File: src/rtl/vend_credit_ctrl_pkg.sv
// rtl/vend_credit_ctrl_pkg.sv - shared types and helpers for the vending credit controller
//
// Purpose : FSM state enum, BCD nibble width, 7-segment digit table and
//           coin-value extraction used by vend_credit_ctrl and bin2bcd_seq.
// Ports   : none (package).
package vend_pkg;

  typedef enum logic [1:0] {
    IDLE   = 2'd0,
    ACK    = 2'd1,
    CHANGE = 2'd2
  } vend_state_e;

  localparam int BCD_W = 4;

  // Active-low cathodes ordered {a,b,c,d,e,f,g}; non-decimal codes blank.
  function automatic logic [6:0] seg_pattern(input logic [3:0] digit);
    logic [6:0] pat;
    case (digit)
      4'd0:    pat = 7'b0000001;
      4'd1:    pat = 7'b1001111;
      4'd2:    pat = 7'b0010010;
      4'd3:    pat = 7'b0000110;
      4'd4:    pat = 7'b1001100;
      4'd5:    pat = 7'b0100100;
      4'd6:    pat = 7'b0100000;
      4'd7:    pat = 7'b0001111;
      4'd8:    pat = 7'b0000000;
      4'd9:    pat = 7'b0000100;
      default: pat = 7'b1111111;
    endcase
    return pat;
  endfunction

  // Value of coin channel idx from a packed 8-bit-per-channel table
  // (table zero-extended to 256 bits, so up to 32 channels).
  function automatic logic [7:0] coin_value(input logic [255:0] values, input int idx);
    return values[8*idx +: 8];
  endfunction

endpackage

File: src/rtl/vend_credit_ctrl_if.sv
// rtl/vend_credit_ctrl_if.sv - coin/request/response bundle of the credit controller
//
// Purpose : groups coin pulses, vend/refund requests and the credit/change
//           responses. master = requester side, slave = vend_credit_ctrl.
// Signals : coin_pulse, price, vend_req, refund_req (master -> slave);
//           credit, vend_ack, vend_nak, change_valid, change_amt,
//           coin_reject (slave -> master).
interface vend_credit_ctrl_if #(
  parameter int NUM_COINS = 3,
  parameter int CREDIT_W  = 14
);
  logic [NUM_COINS-1:0] coin_pulse;
  logic [CREDIT_W-1:0]  price;
  logic                 vend_req;
  logic                 refund_req;
  logic [CREDIT_W-1:0]  credit;
  logic                 vend_ack;
  logic                 vend_nak;
  logic                 change_valid;
  logic [CREDIT_W-1:0]  change_amt;
  logic                 coin_reject;

  modport master (
    output coin_pulse, price, vend_req, refund_req,
    input  credit, vend_ack, vend_nak, change_valid, change_amt, coin_reject
  );

  modport slave (
    input  coin_pulse, price, vend_req, refund_req,
    output credit, vend_ack, vend_nak, change_valid, change_amt, coin_reject
  );
endinterface

File: src/rtl/vend_credit_ctrl_bin2bcd.sv
// rtl/vend_credit_ctrl_bin2bcd.sv - sequential double-dabble binary to BCD converter
//
// Purpose : converts i_bin to NUM_DIGITS packed BCD nibbles, one shift per
//           cycle. A start pulse loads (or reloads, if busy) the operand;
//           o_done pulses CREDIT_W+1 cycles after the start cycle.
// Ports   : i_clock, i_reset (async active-low), i_start, i_bin[CREDIT_W],
//           o_busy, o_done, o_bcd[4*NUM_DIGITS] (valid while o_done is high).
module bin2bcd_seq
  import vend_pkg::*;
#(
  parameter int CREDIT_W   = 14,
  parameter int NUM_DIGITS = 4
) (
  input  logic                        i_clock,
  input  logic                        i_reset,
  input  logic                        i_start,
  input  logic [CREDIT_W-1:0]         i_bin,
  output logic                        o_busy,
  output logic                        o_done,
  output logic [BCD_W*NUM_DIGITS-1:0] o_bcd
);
  localparam int BCD_BITS = BCD_W * NUM_DIGITS;
  localparam int CNT_W    = $clog2(CREDIT_W + 1);

  logic [CREDIT_W-1:0] r_bin;
  logic [BCD_BITS-1:0] r_bcd;
  logic [CNT_W-1:0]    r_cnt;
  logic                r_busy;
  logic                r_done;
  logic [BCD_BITS-1:0] w_adj;

  // Add 3 to every nibble >= 5 before the shift so it carries correctly.
  always_comb begin
    w_adj = r_bcd;
    for (int k = 0; k < NUM_DIGITS; k++) begin
      if (r_bcd[BCD_W*k +: BCD_W] >= 4'd5)
        w_adj[BCD_W*k +: BCD_W] = r_bcd[BCD_W*k +: BCD_W] + 4'd3;
    end
  end

  always_ff @(posedge i_clock or negedge i_reset) begin
    if (!i_reset) begin
      r_bin  <= '0;
      r_bcd  <= '0;
      r_cnt  <= '0;
      r_busy <= 1'b0;
      r_done <= 1'b0;
    end else begin
      r_done <= 1'b0;
      if (i_start) begin
        r_bin  <= i_bin;
        r_bcd  <= '0;
        r_cnt  <= CNT_W'(CREDIT_W);
        r_busy <= 1'b1;
      end else if (r_busy) begin
        r_bcd <= {w_adj[BCD_BITS-2:0], r_bin[CREDIT_W-1]};
        r_bin <= {r_bin[CREDIT_W-2:0], 1'b0};
        r_cnt <= r_cnt - CNT_W'(1);
        if (r_cnt == CNT_W'(1)) begin
          r_busy <= 1'b0;
          r_done <= 1'b1;
        end
      end
    end
  end

  assign o_busy = r_busy;
  assign o_done = r_done;
  assign o_bcd  = r_bcd;
endmodule

File: src/rtl/vend_credit_ctrl.sv
// rtl/vend_credit_ctrl.sv - multi-channel vending credit controller with 7-segment display
//
// Purpose : accumulates coin credit with saturation at MAX_CREDIT, serves
//           vend/refund pulse requests (refund wins), and scans the credit
//           in decimal onto a multiplexed active-low 7-segment display.
//           All responses are registered: inputs of cycle n appear at edge n+1.
// Ports   : i_clock, i_reset (async active-low),
//           bus (vend_credit_ctrl_if.slave: coins/requests in, credit/acks/change out),
//           o_seg_an[8] anodes (active-low), o_seg_cat[7] cathodes {a..g} (active-low).
// Config  : AUTO_CHANGE_EN - when defined, an accepted vend with remaining
//           credit is followed by an automatic change payout (CHANGE state).
module vend_credit_ctrl
  import vend_pkg::*;
#(
  parameter int                     NUM_COINS   = 3,
  parameter logic [8*NUM_COINS-1:0] COIN_VALUES = {8'd3, 8'd2, 8'd1},
  parameter int                     CREDIT_W    = 14,
  parameter int                     MAX_CREDIT  = 9999,
  parameter int                     NUM_DIGITS  = 4,
  parameter int                     REFRESH_W   = 20
) (
  input  logic                    i_clock,
  input  logic                    i_reset,
  vend_credit_ctrl_if.slave       bus,
  output logic [7:0]              o_seg_an,
  output logic [6:0]              o_seg_cat
);
  localparam int BCD_BITS = BCD_W * NUM_DIGITS;
  localparam int SEL_W    = (NUM_DIGITS > 1) ? $clog2(NUM_DIGITS) : 1;

  vend_state_e         r_state, w_state_nxt;
  logic [CREDIT_W-1:0] r_credit, w_credit_nxt, w_base;
  logic                r_vend_ack, r_vend_nak, r_change_valid, r_coin_reject;
  logic [CREDIT_W-1:0] r_change_amt, w_change_amt;
  logic                w_ack, w_nak, w_chg, w_rej;
  logic [31:0]         w_coin_sum, w_total;

  logic [REFRESH_W-1:0] r_refresh;
  logic [BCD_BITS-1:0]  r_disp_bcd, w_bcd;
  logic                 w_conv_busy, w_conv_done;
  logic [SEL_W-1:0]     w_sel;
  logic [3:0]           w_digit;

  always_comb begin
    w_coin_sum = '0;
    for (int i = 0; i < NUM_COINS; i++) begin
      if (bus.coin_pulse[i])
        w_coin_sum = w_coin_sum + 32'(coin_value(256'(COIN_VALUES), i));
    end
  end

  always_ff @(posedge i_clock or negedge i_reset) begin
    if (!i_reset) r_state <= IDLE;
    else          r_state <= w_state_nxt;
  end

  // Next state, response pulses and next credit. Vends are judged against
  // registered credit only; coins of the same cycle land on top of the base.
  always_comb begin
    w_state_nxt  = r_state;
    w_base       = r_credit;
    w_ack        = 1'b0;
    w_nak        = 1'b0;
    w_chg        = 1'b0;
    w_rej        = 1'b0;
    w_change_amt = r_change_amt;
    w_credit_nxt = r_credit;
    w_total      = '0;
    case (r_state)
      IDLE: begin
        if (bus.refund_req) begin
          w_chg        = 1'b1;
          w_change_amt = r_credit;
          w_base       = '0;
        end else if (bus.vend_req) begin
          if ((bus.price != '0) && (r_credit >= bus.price)) begin
            w_ack       = 1'b1;
            w_base      = r_credit - bus.price;
            w_state_nxt = ACK;
          end else begin
            w_nak = 1'b1;
          end
        end
      end
      ACK: begin
        // Refunds are dropped while a vend is being completed.
        w_nak = bus.vend_req;
`ifdef AUTO_CHANGE_EN
        w_state_nxt = (r_credit != '0) ? CHANGE : IDLE;
`else
        w_state_nxt = IDLE;
`endif
      end
      CHANGE: begin
        w_nak        = bus.vend_req;
        w_chg        = 1'b1;
        w_change_amt = r_credit;
        w_base       = '0;
        w_state_nxt  = IDLE;
      end
      default: w_state_nxt = IDLE;
    endcase

    w_total = 32'(w_base) + w_coin_sum;
    if (w_total <= 32'(MAX_CREDIT)) begin
      w_credit_nxt = w_total[CREDIT_W-1:0];
    end else begin
      w_credit_nxt = w_base;
      w_rej        = 1'b1;
    end
  end

  always_ff @(posedge i_clock or negedge i_reset) begin
    if (!i_reset) begin
      r_credit       <= '0;
      r_vend_ack     <= 1'b0;
      r_vend_nak     <= 1'b0;
      r_change_valid <= 1'b0;
      r_change_amt   <= '0;
      r_coin_reject  <= 1'b0;
    end else begin
      r_credit       <= w_credit_nxt;
      r_vend_ack     <= w_ack;
      r_vend_nak     <= w_nak;
      r_change_valid <= w_chg;
      r_change_amt   <= w_change_amt;
      r_coin_reject  <= w_rej;
    end
  end

  assign bus.credit       = r_credit;
  assign bus.vend_ack     = r_vend_ack;
  assign bus.vend_nak     = r_vend_nak;
  assign bus.change_valid = r_change_valid;
  assign bus.change_amt   = r_change_amt;
  assign bus.coin_reject  = r_coin_reject;

  // Conversion starts on the edge that updates credit, from the new value,
  // so a burst of changes keeps restarting and only the final value lands.
  bin2bcd_seq #(
    .CREDIT_W   (CREDIT_W),
    .NUM_DIGITS (NUM_DIGITS)
  ) u_bin2bcd (
    .i_clock (i_clock),
    .i_reset (i_reset),
    .i_start (w_credit_nxt != r_credit),
    .i_bin   (w_credit_nxt),
    .o_busy  (w_conv_busy),
    .o_done  (w_conv_done),
    .o_bcd   (w_bcd)
  );

  always_ff @(posedge i_clock or negedge i_reset) begin
    if (!i_reset) begin
      r_refresh  <= '0;
      r_disp_bcd <= '0;
    end else begin
      r_refresh <= r_refresh + REFRESH_W'(1);
      // Whole-number latch: the display never shows a partially shifted value.
      if (w_conv_done && !w_conv_busy)
        r_disp_bcd <= w_bcd;
    end
  end

  assign w_sel = (NUM_DIGITS > 1) ? r_refresh[REFRESH_W-1 -: SEL_W] : '0;

  always_comb begin
    o_seg_an = 8'hFF;
    w_digit  = '0;
    if (int'(w_sel) < NUM_DIGITS) begin
      o_seg_an[w_sel] = 1'b0;
      w_digit         = r_disp_bcd[BCD_W*w_sel +: BCD_W];
    end
    o_seg_cat = seg_pattern(w_digit);
  end
endmodule
File: src/flat_wrapper.sv
// flat-port wrapper written by rule: the top's interface ports become plain ports
module vend_credit_ctrl_flat import vend_pkg::*;
#(
  parameter int                     NUM_COINS   = 3,
  parameter logic [8*NUM_COINS-1:0] COIN_VALUES = {8'd3, 8'd2, 8'd1},
  parameter int                     CREDIT_W    = 14,
  parameter int                     MAX_CREDIT  = 9999,
  parameter int                     NUM_DIGITS  = 4,
  parameter int                     REFRESH_W   = 20
)
  (i_clock, i_reset, o_seg_an, o_seg_cat, bus_coin_pulse, bus_price, bus_vend_req, bus_refund_req, bus_credit, bus_vend_ack, bus_vend_nak, bus_change_valid, bus_change_amt, bus_coin_reject);
  vend_credit_ctrl_if #(.NUM_COINS(NUM_COINS), .CREDIT_W(CREDIT_W)) bus_i ();
  input  logic i_clock;
  input  logic i_reset;
  output logic [7:0] o_seg_an;
  output logic [6:0] o_seg_cat;
  input wire logic [$bits(bus_i.coin_pulse)-1:0] bus_coin_pulse;
  input wire logic [$bits(bus_i.price)-1:0] bus_price;
  input wire logic [$bits(bus_i.vend_req)-1:0] bus_vend_req;
  input wire logic [$bits(bus_i.refund_req)-1:0] bus_refund_req;
  output wire logic [$bits(bus_i.credit)-1:0] bus_credit;
  output wire logic [$bits(bus_i.vend_ack)-1:0] bus_vend_ack;
  output wire logic [$bits(bus_i.vend_nak)-1:0] bus_vend_nak;
  output wire logic [$bits(bus_i.change_valid)-1:0] bus_change_valid;
  output wire logic [$bits(bus_i.change_amt)-1:0] bus_change_amt;
  output wire logic [$bits(bus_i.coin_reject)-1:0] bus_coin_reject;
  assign bus_i.coin_pulse = bus_coin_pulse;
  assign bus_i.price = bus_price;
  assign bus_i.vend_req = bus_vend_req;
  assign bus_i.refund_req = bus_refund_req;
  assign bus_credit = bus_i.credit;
  assign bus_vend_ack = bus_i.vend_ack;
  assign bus_vend_nak = bus_i.vend_nak;
  assign bus_change_valid = bus_i.change_valid;
  assign bus_change_amt = bus_i.change_amt;
  assign bus_coin_reject = bus_i.coin_reject;
  vend_credit_ctrl #(.NUM_COINS(NUM_COINS), .COIN_VALUES(COIN_VALUES), .CREDIT_W(CREDIT_W), .MAX_CREDIT(MAX_CREDIT), .NUM_DIGITS(NUM_DIGITS), .REFRESH_W(REFRESH_W)) u_core (.i_clock(i_clock), .i_reset(i_reset), .bus(bus_i), .o_seg_an(o_seg_an), .o_seg_cat(o_seg_cat));
endmodule
File: config.mk
export PLATFORM = sky130hd
export DESIGN_NAME = vend_credit_ctrl_flat
export DESIGN_NICKNAME = d
export VERILOG_FILES = /design/src/rtl/vend_credit_ctrl_pkg.sv /design/src/rtl/vend_credit_ctrl_if.sv /design/src/rtl/vend_credit_ctrl_bin2bcd.sv /design/src/rtl/vend_credit_ctrl.sv /design/src/flat_wrapper.sv
export SDC_FILE = /design/constraint.sdc
export NUM_CORES = 1
export LEC_CHECK = 0
export BUFFER_PORTS_ARGS = -buffer_cell sky130_fd_sc_hd__clkbuf_2
export CAP_MARGIN = 10
export CORE_MARGIN = 1
export CORE_UTILIZATION = 60
export DETAILED_ROUTE_END_ITERATION = 6
export PLACE_DENSITY = 0.89
export REMOVE_ABC_BUFFERS = 1
export SYNTH_ARGS = -nofsm -noshare
export SYNTH_HDL_FRONTEND = slang
export SYNTH_SLANG_ARGS = --single-unit
File: constraint.sdc
create_clock -name i_clock -period 8.2 [get_ports i_clock]
set_clock_uncertainty 0.05 [all_clocks]
set_input_delay 1.64 -clock i_clock [delete_from_list [all_inputs] [get_ports i_clock]]
set_output_delay 1.64 -clock i_clock [all_outputs]
set_load 0.02 [all_outputs]
==> Implementation_results.wiki, run 1 <==
{| class="wikitable"
! Metric !! Value
|-
| Status || finished, violations left
|-
| Violations in the final reports || DRC
|-
| Worst path slowest cell || sky130_fd_sc_hd__xor2_1
|-
| Leakage power || 3.768 nW
|-
| Die Outline Area || 12390 um2
|-
| Peak supply drop || 116.7 uV
|-
| Maximum level of the CTS H-tree || 3
|-
| Final number of setup-violating endpoints || 0
|-
| Number of pins exceeding their max-slew limit in the final report || 0
|-
| Remaining routing DRC violations || 6
|-
| Top_reg_cell synth || sky130_fd_sc_hd__dfrtp_1
|-
| Synth unique cells || 87
|-
| Die boundary width || 111.3 um
|-
| Io pins || 68
|-
| Maximum operating frequency || 129.1 MHz
|-
| Fraction of the yosys area taken by sequential cells || 36.64%
|-
| Count of input and output buffers || 63
|-
| Ordered cell list for the critical path || clkbuf_2 -> inv_1 -> ha_1 -> a21oi_1 -> a21boi_0 -> a211o_1 -> o21ai_4 -> inv_4 -> a22oi_1 -> inv_1 -> ha_1 -> a21o_1 -> o2111ai_4 -> nor4_4 -> xor2_1 -> a21oi_1 -> a211oi_1 -> o2111ai_1 -> a2111o_1 -> or4_1 -> buf_4 -> mux2_4
|-
| Fraction of the core area covered by cells at the end of the flow || 68.34%
|-
| Detailed-placement wirelength estimate || 11860 um
|-
| Final Cycle Share || 94.50%
|-
| Cts repair resizes || 0
|-
| Synth Area per Inst || 9.625 um2
|-
| Max_cap viols || 0
|-
| Buffers inserted during post-CTS setup optimization || 0
|-
| Total congestion overflow || 0
|-
| Via count || 5890
|-
| Critical path launch point type || input pin
|-
| Die height || 111.3 um
|-
| Count of clock tree sinks || 105
|-
| Final Non-Filler Cells || 947
|-
| Pin count of the biggest net entering global routing || 65
|-
| Max stage delay on crit path || 690 ps
|-
| Clock root buffer || sky130_fd_sc_hd__clkbuf_16
|-
| Ratio of cells with drive above 1 in the final layout || 21.89%
|-
| Slew @ Worst Pin || 797.5 ps
|-
| Post-detailed-routing wire length || 16740 um
|-
| Initial core utilization || 62.27%
|-
| Vias in the first global route || 5764
|-
| Core area || 11520 um2
|-
| Routed wire length per instance || 17.68 um
|-
| Standard-cell row count || 39
|-
| Synth area leaders || sky130_fd_sc_hd__dfrtp_1 37%, sky130_fd_sc_hd__ha_1 6.1%, sky130_fd_sc_hd__mux2_2 6.0%
|-
| Worst setup path category || in2reg
|-
| Minimum period implied by the final worst setup slack || 7749 ps
|-
| Total buffers and inverters traversed by the critical path || 5
|-
| Clock tree from TritonCTS || built
|-
| Number of placed instances, taps included || 931
|-
| Clock transition at the register clock pins on the worst setup and hold paths after CTS || 70 ps
|-
| Total power consumption of the routed design || 1.430 mW
|-
| Relative slew slack || 46.65%
|-
| Power per cell area || 181.7 nW/um2
|-
| First-pass GRT wire length || 28380 um
|-
| Yosys top cell area share || 36.64%
|-
| Commonest cells after routing, fill and taps aside || 105 x sky130_fd_sc_hd__dfrtp_1, 79 x sky130_fd_sc_hd__nand2_1, 62 x sky130_fd_sc_hd__clkbuf_2, 49 x sky130_fd_sc_hd__nor2_1, 41 x sky130_fd_sc_hd__inv_1
|-
| Hold bufs inserted after CTS || 0
|-
| Biggest area consumer among synthesized cells || sky130_fd_sc_hd__dfrtp_1
|-
| RD Place Congestion || 0.9175
|-
| CTS Buf Count || 9
|-
| Number of inserted diodes || 0
|-
| Unrepaired setup endpoints after global routing || no
|-
| Net count, final || 857
|-
| Initial DRC Count || 485
|-
| Max clock buf depth || 2
|-
| FF+latch count, synth || 105
|-
| Most frequent standard cell in the layout excluding fill and tap cells || sky130_fd_sc_hd__dfrtp_1
|-
| Post-synthesis instance area || 7171 um2
|-
| Initial antenna violation count || 0
|-
| Crit path arrival time || 7940 ps
|-
| Synth async-reset ratio || 100.0%
|-
| Type of destination of the critical path || flip-flop
|-
| Top fanout value on the critical path || 36
|-
| Count of flip-flops with a built-in enable after synthesis || 0
|-
| Detailed-routing iteration count for the pre-antenna-repair pass || 7
|-
| Via density per instance || 6.220
|-
| Final hold viol count || 0
|-
| HP Class || reg2reg
|-
| Gate Count Post-Synth || 745
|-
| Yosys warnings || 0
|-
| Req. time, crit path || 8390 ps
|-
| Gr usage total || 28.66%
|-
| Source-to-sink clock delay at the later pin of the worst-skew pair || 350 ps
|-
| Remaining number of nets flagged by the antenna check after routing || 0
|-
| Growth of design area from synthesis to finish || 9.754%
|-
| Kind of cell adding the most delay to the critical path || compound AO/OA/AOI/OAI gates
|-
| Final sum of negative setup slack || 0 ps
|}
[power breakdown]
group / switching, mW / internal, mW / leakage [nW]
sequential: 0.0369 / 0.549 / 1.41
combinational: 0.262 / 0.165 / 2.23
clock: 0.207 / 0.211 / 0.133
[logic make-up (layout without fill, tap and decap cells)]
family,Yosys count,in the layout,share of synthesized area (%)
AO/OA/AOI/OAI,167,167,17.64
XOR/XNOR,61,61,7.747
multiplexers,62,62,10.43
AND/OR/NAND/NOR,235,235,16.04
other,1,4,0.05230
adder cells (fa/ha/maj),37,37,6.666
flip-flops,105,105,36.64
buffers and inverters,77,133,4.781
[stage by stage]
stage / worst slack [ps] / hold WS (ps) / cell area [um2]
2_1_floorplan: 515.9 / 371.4 / 7009
3_3_place_gp: 553.2 / 392.2 / 7581
3_5_place_dp: 349.8 / 400.9 / 7581
4_1_cts: 605.3 / 412.3 / 7870
5_1_grt: 115.0 / 427.6 / 7870
6_report: 451.2 / 409.7 / 7870
[cell type report]
class / instances / area [um2]
Multi-Input combinational cell: 566 / 4212
Fill cell: 846 / 3646
Tap cell: 143 / 178.9
Clock inverter: 7 / 63.81
Clock buffer: 9 / 225.2
Sequential cell: 105 / 2628
Timing Repair Buffer: 73 / 392.9
Inverter: 44 / 170.2
[cell usage after synthesis, types with 6 or more instances]
cell type and number:
sky130_fd_sc_hd__dfrtp_1 105, sky130_fd_sc_hd__nand2_1 79, sky130_fd_sc_hd__nor2_1 49, sky130_fd_sc_hd__inv_1 41
sky130_fd_sc_hd__mux2_2 38, sky130_fd_sc_hd__xnor2_1 38, sky130_fd_sc_hd__a21oi_1 36, sky130_fd_sc_hd__ha_1 35
sky130_fd_sc_hd__o21ai_0 32, sky130_fd_sc_hd__nand3_1 24, sky130_fd_sc_hd__xor2_1 21, sky130_fd_sc_hd__nor3_1 20
sky130_fd_sc_hd__clkbuf_1 18, sky130_fd_sc_hd__nand2b_1 15, sky130_fd_sc_hd__mux2i_1 14, sky130_fd_sc_hd__a21o_1 12
sky130_fd_sc_hd__and3_1 9, sky130_fd_sc_hd__buf_4 7, sky130_fd_sc_hd__nor4_1 7, sky130_fd_sc_hd__a211oi_1 6
sky130_fd_sc_hd__mux2_4 6, sky130_fd_sc_hd__o21a_1 6
[worst paths after layout]
path	startpoint	to	slack, ps	cells after the start
setup / recovery	bus_price[12]	u_core.u_bin2bcd.r_bin[12]	450	22
hold / removal	u_core.r_refresh[0]	u_core.r_refresh[0]	410	1
setup reg to reg	u_core.bus.credit[0]	u_core.u_bin2bcd.r_bin[12]	1240	22
hold reg to reg	u_core.r_refresh[0]	u_core.r_refresh[0]	410	1
max in group asynchronous	i_reset	u_core.bus.credit[6]	5710	2
min in group asynchronous	i_reset	u_core.bus.change_amt[8]	1200	1
[registers in the layout, indices dropped and copies added (netlist names), 4 cells and up]
name                    count
u_core.r_disp_bcd          16
u_core.u_bin2bcd.r_bin     14
u_core.u_bin2bcd.o_bcd     16
u_core.u_bin2bcd.r_cnt      4
u_core.bus.change_amt      14
u_core.bus.credit          14
u_core.r_refresh           20
[worst reg2reg max path: cells and delay by family, from the launching register on]
| family | cells | cell delay [ps] |
|---|---|---|
| and+or+nand+nor | 4 | 1230 |
| DFF | 1 | 430 |
| adders and majority gates | 3 | 1090 |
| buffers and inverters | 3 | 530 |
| muxes | 1 | 370 |
| xor gates and xnor gates | 1 | 690 |
| AOI/OAI and AO/OA | 10 | 2470 |
[per-layer routing]
metal | vias up | GRT usage [%] | wire length, um
met5 | - | 0 | 0
met4 | 0 | 12.61 | 462
met3 | 47 | 4.429 | 1113
met2 | 246 | 44.92 | 7709
met1 | 2840 | 39.65 | 7457
li1 | 2757 | - | -
Note: power is estimated with default switching activity, not from simulation.
==> run 2: changes to the inputs <==
Settings changed: CORE_UTILIZATION 60 to 36, PLACE_DENSITY 0.89 to 0.61.
==> Implementation_results.wiki, run 2 (synthesized netlist as in run 1, its figures left out) <==
{| class="wikitable"
! Metric !! Value
|-
| Status || finished clean
|-
| Minimum period implied by the final worst setup slack || 7608 ps
|-
| Count of input and output buffers || 63
|-
| Source-to-sink clock delay at the later pin of the worst-skew pair || 350 ps
|-
| Core area || 19460 um2
|-
| R2R depth || 22
|-
| Endpoint of the worst register-to-register path || u_core.u_bin2bcd.r_bin[11]
|-
| Commonest cells after routing, fill and taps aside || 105 x sky130_fd_sc_hd__dfrtp_1, 79 x sky130_fd_sc_hd__nand2_1, 62 x sky130_fd_sc_hd__clkbuf_2, 49 x sky130_fd_sc_hd__nor2_1, 41 x sky130_fd_sc_hd__inv_1
|-
| Critical path launch point type || input pin
|-
| Final number of setup-violating endpoints || 0
|-
| RD Place Congestion || 0.8584
|-
| Initial DRC Count || 321
|-
| Clock tree from TritonCTS || built
|-
| Critical hold path startpoint || u_core.r_refresh[0]
|-
| Max clock buf depth || 2
|-
| Post-detailed-routing wire length || 17070 um
|-
| Power per cell area || 180.3 nW/um2
|-
| Initial antenna violation count || 0
|-
| Max_cap viols || 0
|-
| Via density per instance || 5.234
|-
| Gr usage total || 17.53%
|-
| Register with the most flip-flops || u_core.r_refresh
|-
| Final hold viol count || 0
|-
| Cts repair resizes || 0
|-
| Ordered cell list for the critical path || clkbuf_2 -> inv_1 -> ha_1 -> a21oi_1 -> a21boi_0 -> a211o_1 -> o21ai_4 -> inv_4 -> a22oi_1 -> inv_1 -> ha_1 -> a21o_1 -> o2111ai_1 -> nor3_1 -> and3b_1 -> or3_1 -> a211oi_1 -> o2111ai_1 -> a2111o_1 -> or4_1 -> buf_12 -> mux2_4
|-
| Max stage delay on crit path || 560 ps
|-
| Final sum of negative setup slack || 0 ps
|-
| Most frequent standard cell in the layout excluding fill and tap cells || sky130_fd_sc_hd__dfrtp_1
|-
| Standard-cell row count || 51
|-
| First-pass GRT wire length || 28080 um
|-
| Die boundary width || 143.1 um
|-
| Maximum level of the CTS H-tree || 3
|-
| Flip-flop count of the largest register, all copies and words added || 20
|-
| Unrepaired setup endpoints after global routing || no
|-
| Via count || 5600
|-
| Setup slack of the worst register-to-register path || 1420 ps
|-
| Number of pins exceeding their max-slew limit in the final report || 0
|-
| HP Class || reg2reg
|-
| Leakage power || 3.801 nW
|-
| Ratio of cells with drive above 1 in the final layout || 21.99%
|-
| Slew @ Worst Pin || 857.3 ps
|-
| Growth of design area from synthesis to finish || 12.42%
|-
| Hold bufs inserted after CTS || 0
|-
| Initial core utilization || 36.84%
|-
| Net count, final || 859
|-
| Crit path arrival time || 7790 ps
|-
| Remaining number of nets flagged by the antenna check after routing || 0
|-
| Clock transition at the register clock pins on the worst setup and hold paths after CTS || 60 ps
|-
| Detailed-routing iteration count for the pre-antenna-repair pass || 5
|-
| Type of destination of the critical path || flip-flop
|-
| Worst path slowest cell || sky130_fd_sc_hd__or4_1
|-
| Buffers inserted during post-CTS setup optimization || 0
|-
| Maximum operating frequency || 131.4 MHz
|-
| Worst hold path endpoint || u_core.r_refresh[0]
|-
| Pin count of the biggest net entering global routing || 62
|-
| Clock root buffer || sky130_fd_sc_hd__clkbuf_16
|-
| R2r startpoint || u_core.bus.credit[0]
|-
| Count of clock tree sinks || 105
|-
| Cell depth of the worst min-delay path || 1
|-
| Req. time, crit path || 8380 ps
|-
| Final Cycle Share || 92.78%
|-
| Total congestion overflow || 0
|-
| Fraction of the core area covered by cells at the end of the flow || 41.42%
|-
| Io pins || 68
|-
| Vias in the first global route || 5445
|-
| Total power consumption of the routed design || 1.454 mW
|-
| Worst setup path category || in2reg
|-
| Detailed-placement wirelength estimate || 12830 um
|-
| Die Outline Area || 20490 um2
|-
| Top fanout value on the critical path || 36
|-
| Routed wire length per instance || 15.95 um
|-
| Remaining routing DRC violations || 0
|-
| Peak supply drop || 116.1 uV
|-
| Relative slew slack || 42.60%
|-
| Number of inserted diodes || 0
|-
| Die height || 143.1 um
|-
| CTS Buf Count || 9
|}
==> run 2: per-stage QoR <==
stage               area [um2]  instances  worst slack [ps]  hold slack [ps]
floorplan                 7009        715             515.9            371.4
global placement          7761       1055             468.8            397.3
detailed placement        7761       1055             329.0            397.0
CTS                       8061       1070             689.1            405.6
global route              8061       1070             173.1            430.7
finish                    8061       1070             591.9            398.6
==> run 2: where the power goes <==
| group | internal [mW] | switching [mW] | leakage (nW) | total [mW] |
|---|---|---|---|---|
| Sequential | 0.549 | 0.0371 | 1.41 | 0.586 |
| Clock | 0.246 | 0.192 | 0.150 | 0.439 |
| Combinational | 0.169 | 0.260 | 2.25 | 0.429 |
==> run 2: worst max path at each step <==
stage	slack, ps	depth (start not counted)	endpoint	start
CTS	690	22	u_core.u_bin2bcd.r_bin[11]	bus_price[12]
detailed placement	330	22	u_core.u_bin2bcd.r_bin[13]	bus_price[12]
floorplan	520	20	u_core.u_bin2bcd.r_bin[11]	bus_price[0]
global placement	470	22	u_core.u_bin2bcd.r_bin[12]	bus_price[12]
global route	170	22	u_core.u_bin2bcd.r_bin[11]	bus_price[9]
finish	590	22	u_core.u_bin2bcd.r_bin[11]	bus_price[12]
==> run 2: per-layer routing <==
metal  routed length, um  track usage (%)
met1                8404            25.20
met2                7644            27.11
met3                 745            2.414
met4                 274            5.320
met5                   0                0
==> run 2: cell type report <==
| type | count | area [um2] |
|---|---|---|
| Fill cell | 1899 | 11400 |
| Multi-Input combinational cell | 566 | 4212 |
| Sequential cell | 105 | 2628 |
| Timing Repair Buffer | 75 | 420.4 |
| Tap cell | 265 | 331.6 |
| Clock buffer | 10 | 239.0 |
| Inverter | 44 | 170.2 |
| Clock inverter | 5 | 61.31 |
==> run 2: critical path: cells and delay by family <==
kind / cells / cell delay (ps)
AO/OA/AOI/OAI: 10 / 2840
adder cells (fa/ha/maj): 2 / 700
buffers and inverters: 5 / 610
multiplexers: 1 / 300
AND/OR/NAND/NOR: 4 / 1690
==> run 3: changes to the inputs <==
Settings changed: CORE_UTILIZATION 36 to 59, PLACE_DENSITY 0.61 to 0.87.
==> Implementation_results.wiki, run 3 (synthesized netlist as in run 1, its figures left out) <==
{| class="wikitable"
! Metric !! Value
|-
| Buffers inserted during post-CTS setup optimization || 0
|-
| Pin count of the biggest net entering global routing || 85
|-
| Global-route layer with the greatest usage || met2
|-
| Remaining routing DRC violations || 2
|-
| Final setup margin || 666.0 ps
|-
| Filler Cell Count || 904
|-
| Most frequent standard cell in the layout excluding fill and tap cells || sky130_fd_sc_hd__dfrtp_1
|-
| Detailed-routing iteration count for the pre-antenna-repair pass || 7
|-
| Via density per instance || 6.146
|-
| Sw Ratio || 34.16%
|-
| Remaining number of nets flagged by the antenna check after routing || 0
|-
| Met2 track demand over resource in global routing || 47.49%
|-
| Clock transition at the register clock pins on the worst setup and hold paths after CTS || 70 ps
|-
| Worst path slowest cell || sky130_fd_sc_hd__xor2_1
|-
| Share of total power in sequential cells || 38.7%
|-
| Die height || 112.2 um
|-
| Source-to-sink clock delay at the later pin of the worst-skew pair || 370 ps
|-
| Max stage delay on crit path || 570 ps
|-
| CTS Buf Count || 9
|-
| Final number of setup-violating endpoints || 0
|-
| Power per cell area || 189.7 nW/um2
|-
| Clock tree from TritonCTS || built
|-
| Max_cap viols || 0
|-
| Cts repair resizes || 0
|-
| Clock root buffer || sky130_fd_sc_hd__clkbuf_16
|-
| Number of pins exceeding their max-slew limit in the final report || 0
|-
| Initial core utilization || 61.74%
|-
| Worst setup path category || in2reg
|-
| Register with the most flip-flops || u_core.r_refresh
|-
| Via count || 5839
|-
| Critical Path Start || bus_price[0]
|-
| Switching pwr || 0.5150 mW
|-
| Gr usage total || 29.23%
|-
| Most common cell on crit path || sky130_fd_sc_hd__ha_1
|-
| Logic gate share of total power || 28.7%
|-
| Die boundary width || 112.2 um
|-
| Hold bufs inserted after CTS || 0
|-
| Pre-CTS worst setup slack || 442.6 ps
|-
| Total congestion overflow || 0
|-
| Max clock buf depth || 2
|-
| Flip-flop count of the largest register, all copies and words added || 20
|-
| Slew @ Worst Pin || 1024 ps
|-
| Critical hold path startpoint || u_core.r_refresh[0]
|-
| Leakage power || 3.816 nW
|-
| Worst slack on hold paths || 412.4 ps
|-
| Relative slew slack || 31.72%
|-
| Worst hold path endpoint || u_core.r_refresh[0]
|-
| R2r startpoint || u_core.bus.credit[0]
|-
| Count of clock tree sinks || 105
|-
| Part of the power in the clock network || 32.6%
|-
| Endpoint of the worst register-to-register path || u_core.u_bin2bcd.r_bin[12]
|-
| Final sum of negative setup slack || 0 ps
|-
| R2R depth || 22
|-
| Ratio of cells with drive above 1 in the final layout || 22.18%
|-
| Status || finished, violations left
|-
| Fraction of met3 tracks used by global routing || 5.940%
|-
| Net count, final || 860
|-
| Top fanout value on the critical path || 28
|-
| Core area || 11610 um2
|-
| Minimum period implied by the final worst setup slack || 7534 ps
|-
| Standard-cell row count || 39
|-
| Maximum operating frequency || 132.7 MHz
|-
| Unrepaired setup endpoints after global routing || no
|-
| Vias in the first global route || 5650
|-
| Crit path arrival time || 7720 ps
|-
| Initial DRC Count || 447
|-
| Req. time, crit path || 8390 ps
|-
| Die Outline Area || 12600 um2
|-
| Cell internal power dissipation || 0.9929 mW
|-
| Peak supply drop || 142.2 uV
|-
| Cell depth of the worst min-delay path || 1
|-
| Growth of design area from synthesis to finish || 10.87%
|-
| First-pass GRT wire length || 28770 um
|-
| Ordered cell list for the critical path || clkbuf_2 -> ha_1 -> fa_1 -> nor2b_1 -> o22a_2 -> o221ai_2 -> a21boi_4 -> nor2_2 -> a22oi_1 -> inv_1 -> ha_1 -> a21o_1 -> o2111ai_4 -> nor4_4 -> xor2_1 -> a21oi_2 -> inv_4 -> mux2i_1 -> a2111o_1 -> or4_1 -> buf_4 -> mux2_4
|-
| Detailed-placement wirelength estimate || 13180 um
|-
| Count of input and output buffers || 63
|-
| Final Cycle Share || 91.88%
|-
| Violations in the final reports || DRC
|-
| Initial antenna violation count || 0
|-
| Io pins || 68
|-
| Number of inserted diodes || 0
|-
| Critical path launch point type || input pin
|-
| Global-route track usage on met1 || 39.53%
|-
| Setup slack of the worst register-to-register path || 1390 ps
|-
| Commonest cells after routing, fill and taps aside || 105 x sky130_fd_sc_hd__dfrtp_1, 79 x sky130_fd_sc_hd__nand2_1, 62 x sky130_fd_sc_hd__clkbuf_2, 49 x sky130_fd_sc_hd__nor2_1, 41 x sky130_fd_sc_hd__inv_1
|-
| Post-detailed-routing wire length || 17690 um
|-
| HP Class || reg2reg
|-
| Routed wire length per instance || 18.62 um
|-
| Type of destination of the critical path || flip-flop
|-
| Maximum level of the CTS H-tree || 3
|-
| RD Place Congestion || 0.9246
|-
| Final hold viol count || 0
|}
-- run 3: changes by cell type in the layout (fill, tap and decap cells not counted) --
cell / previous run / this run
sky130_fd_sc_hd__clkbuf_8: 1 / 0
sky130_fd_sc_hd__clkinv_4: 0 / 1
sky130_fd_sc_hd__buf_12: 1 / 0
sky130_fd_sc_hd__clkinv_8: 0 / 2
sky130_fd_sc_hd__bufinv_16: 1 / 2
sky130_fd_sc_hd__clkinv_2: 1 / 0
sky130_fd_sc_hd__buf_4: 12 / 14
sky130_fd_sc_hd__inv_8: 0 / 1
sky130_fd_sc_hd__inv_6: 3 / 1
-- run 3: metal layers --
metal  vias to the layer above  share of wire, %
met5                         -                 0
met2                       179                47
met4                         0               2.0
li1                       2752                 -
met1                      2878                46
met3                        30               5.4
-- run 3: how the worst max path moves through the flow --
stage,to,slack (ps),cells past startpoint
after floorplan,u_core.u_bin2bcd.r_bin[11],520,20
after detailed placement,u_core.u_bin2bcd.r_bin[7],440,22
after global routing,u_core.u_bin2bcd.r_bin[12],280,22
after CTS,u_core.u_bin2bcd.r_bin[12],800,22
after global placement,u_core.u_bin2bcd.r_bin[7],530,22
final,u_core.u_bin2bcd.r_bin[12],670,22
-- run 3: per-stage QoR --
stage,total power [mW],utilization (%),instances,area (um2)
2_1_floorplan,0.8896,-,715,7009
3_3_place_gp,1.001,65.47,934,7604
3_5_place_dp,1.018,65.47,934,7604
4_1_cts,1.509,68.46,950,7950
5_1_grt,1.572,68.46,950,7950
6_report,1.508,68.46,950,7950
-- run 3: critical path, delay by kind of cell --
family,cells,cell delay (ps)
AOI/OAI and AO/OA,8,2140
xor gates and xnor gates,1,570
adders and majority gates,3,990
buffers and inverters,4,610
muxes,2,510
and+or+nand+nor,4,1230
-- run 3: power by group through the flow --
stage / Sequential (mW) / Combinational, mW / Clock, mW
2_1_floorplan: 0.603 / 0.286 / 0
3_3_place_gp: 0.590 / 0.411 / 0
3_5_place_dp: 0.594 / 0.424 / 0
4_1_cts: 0.583 / 0.427 / 0.499
5_1_grt: 0.587 / 0.469 / 0.517
6_report: 0.584 / 0.432 / 0.492
-- run 3: cell type report --
cell class | instances | area (um2) | share of cell area [%]
multi-input cells | 566 | 4212 | 52.97
flip-flops and latches | 105 | 2628 | 33.05
repair buffers | 76 | 415.4 | 5.225
clock buffers | 9 | 225.2 | 2.833
well taps | 143 | 178.9 | 2.251
inverters | 44 | 170.2 | 2.140
clock inverters | 7 | 121.4 | 1.527
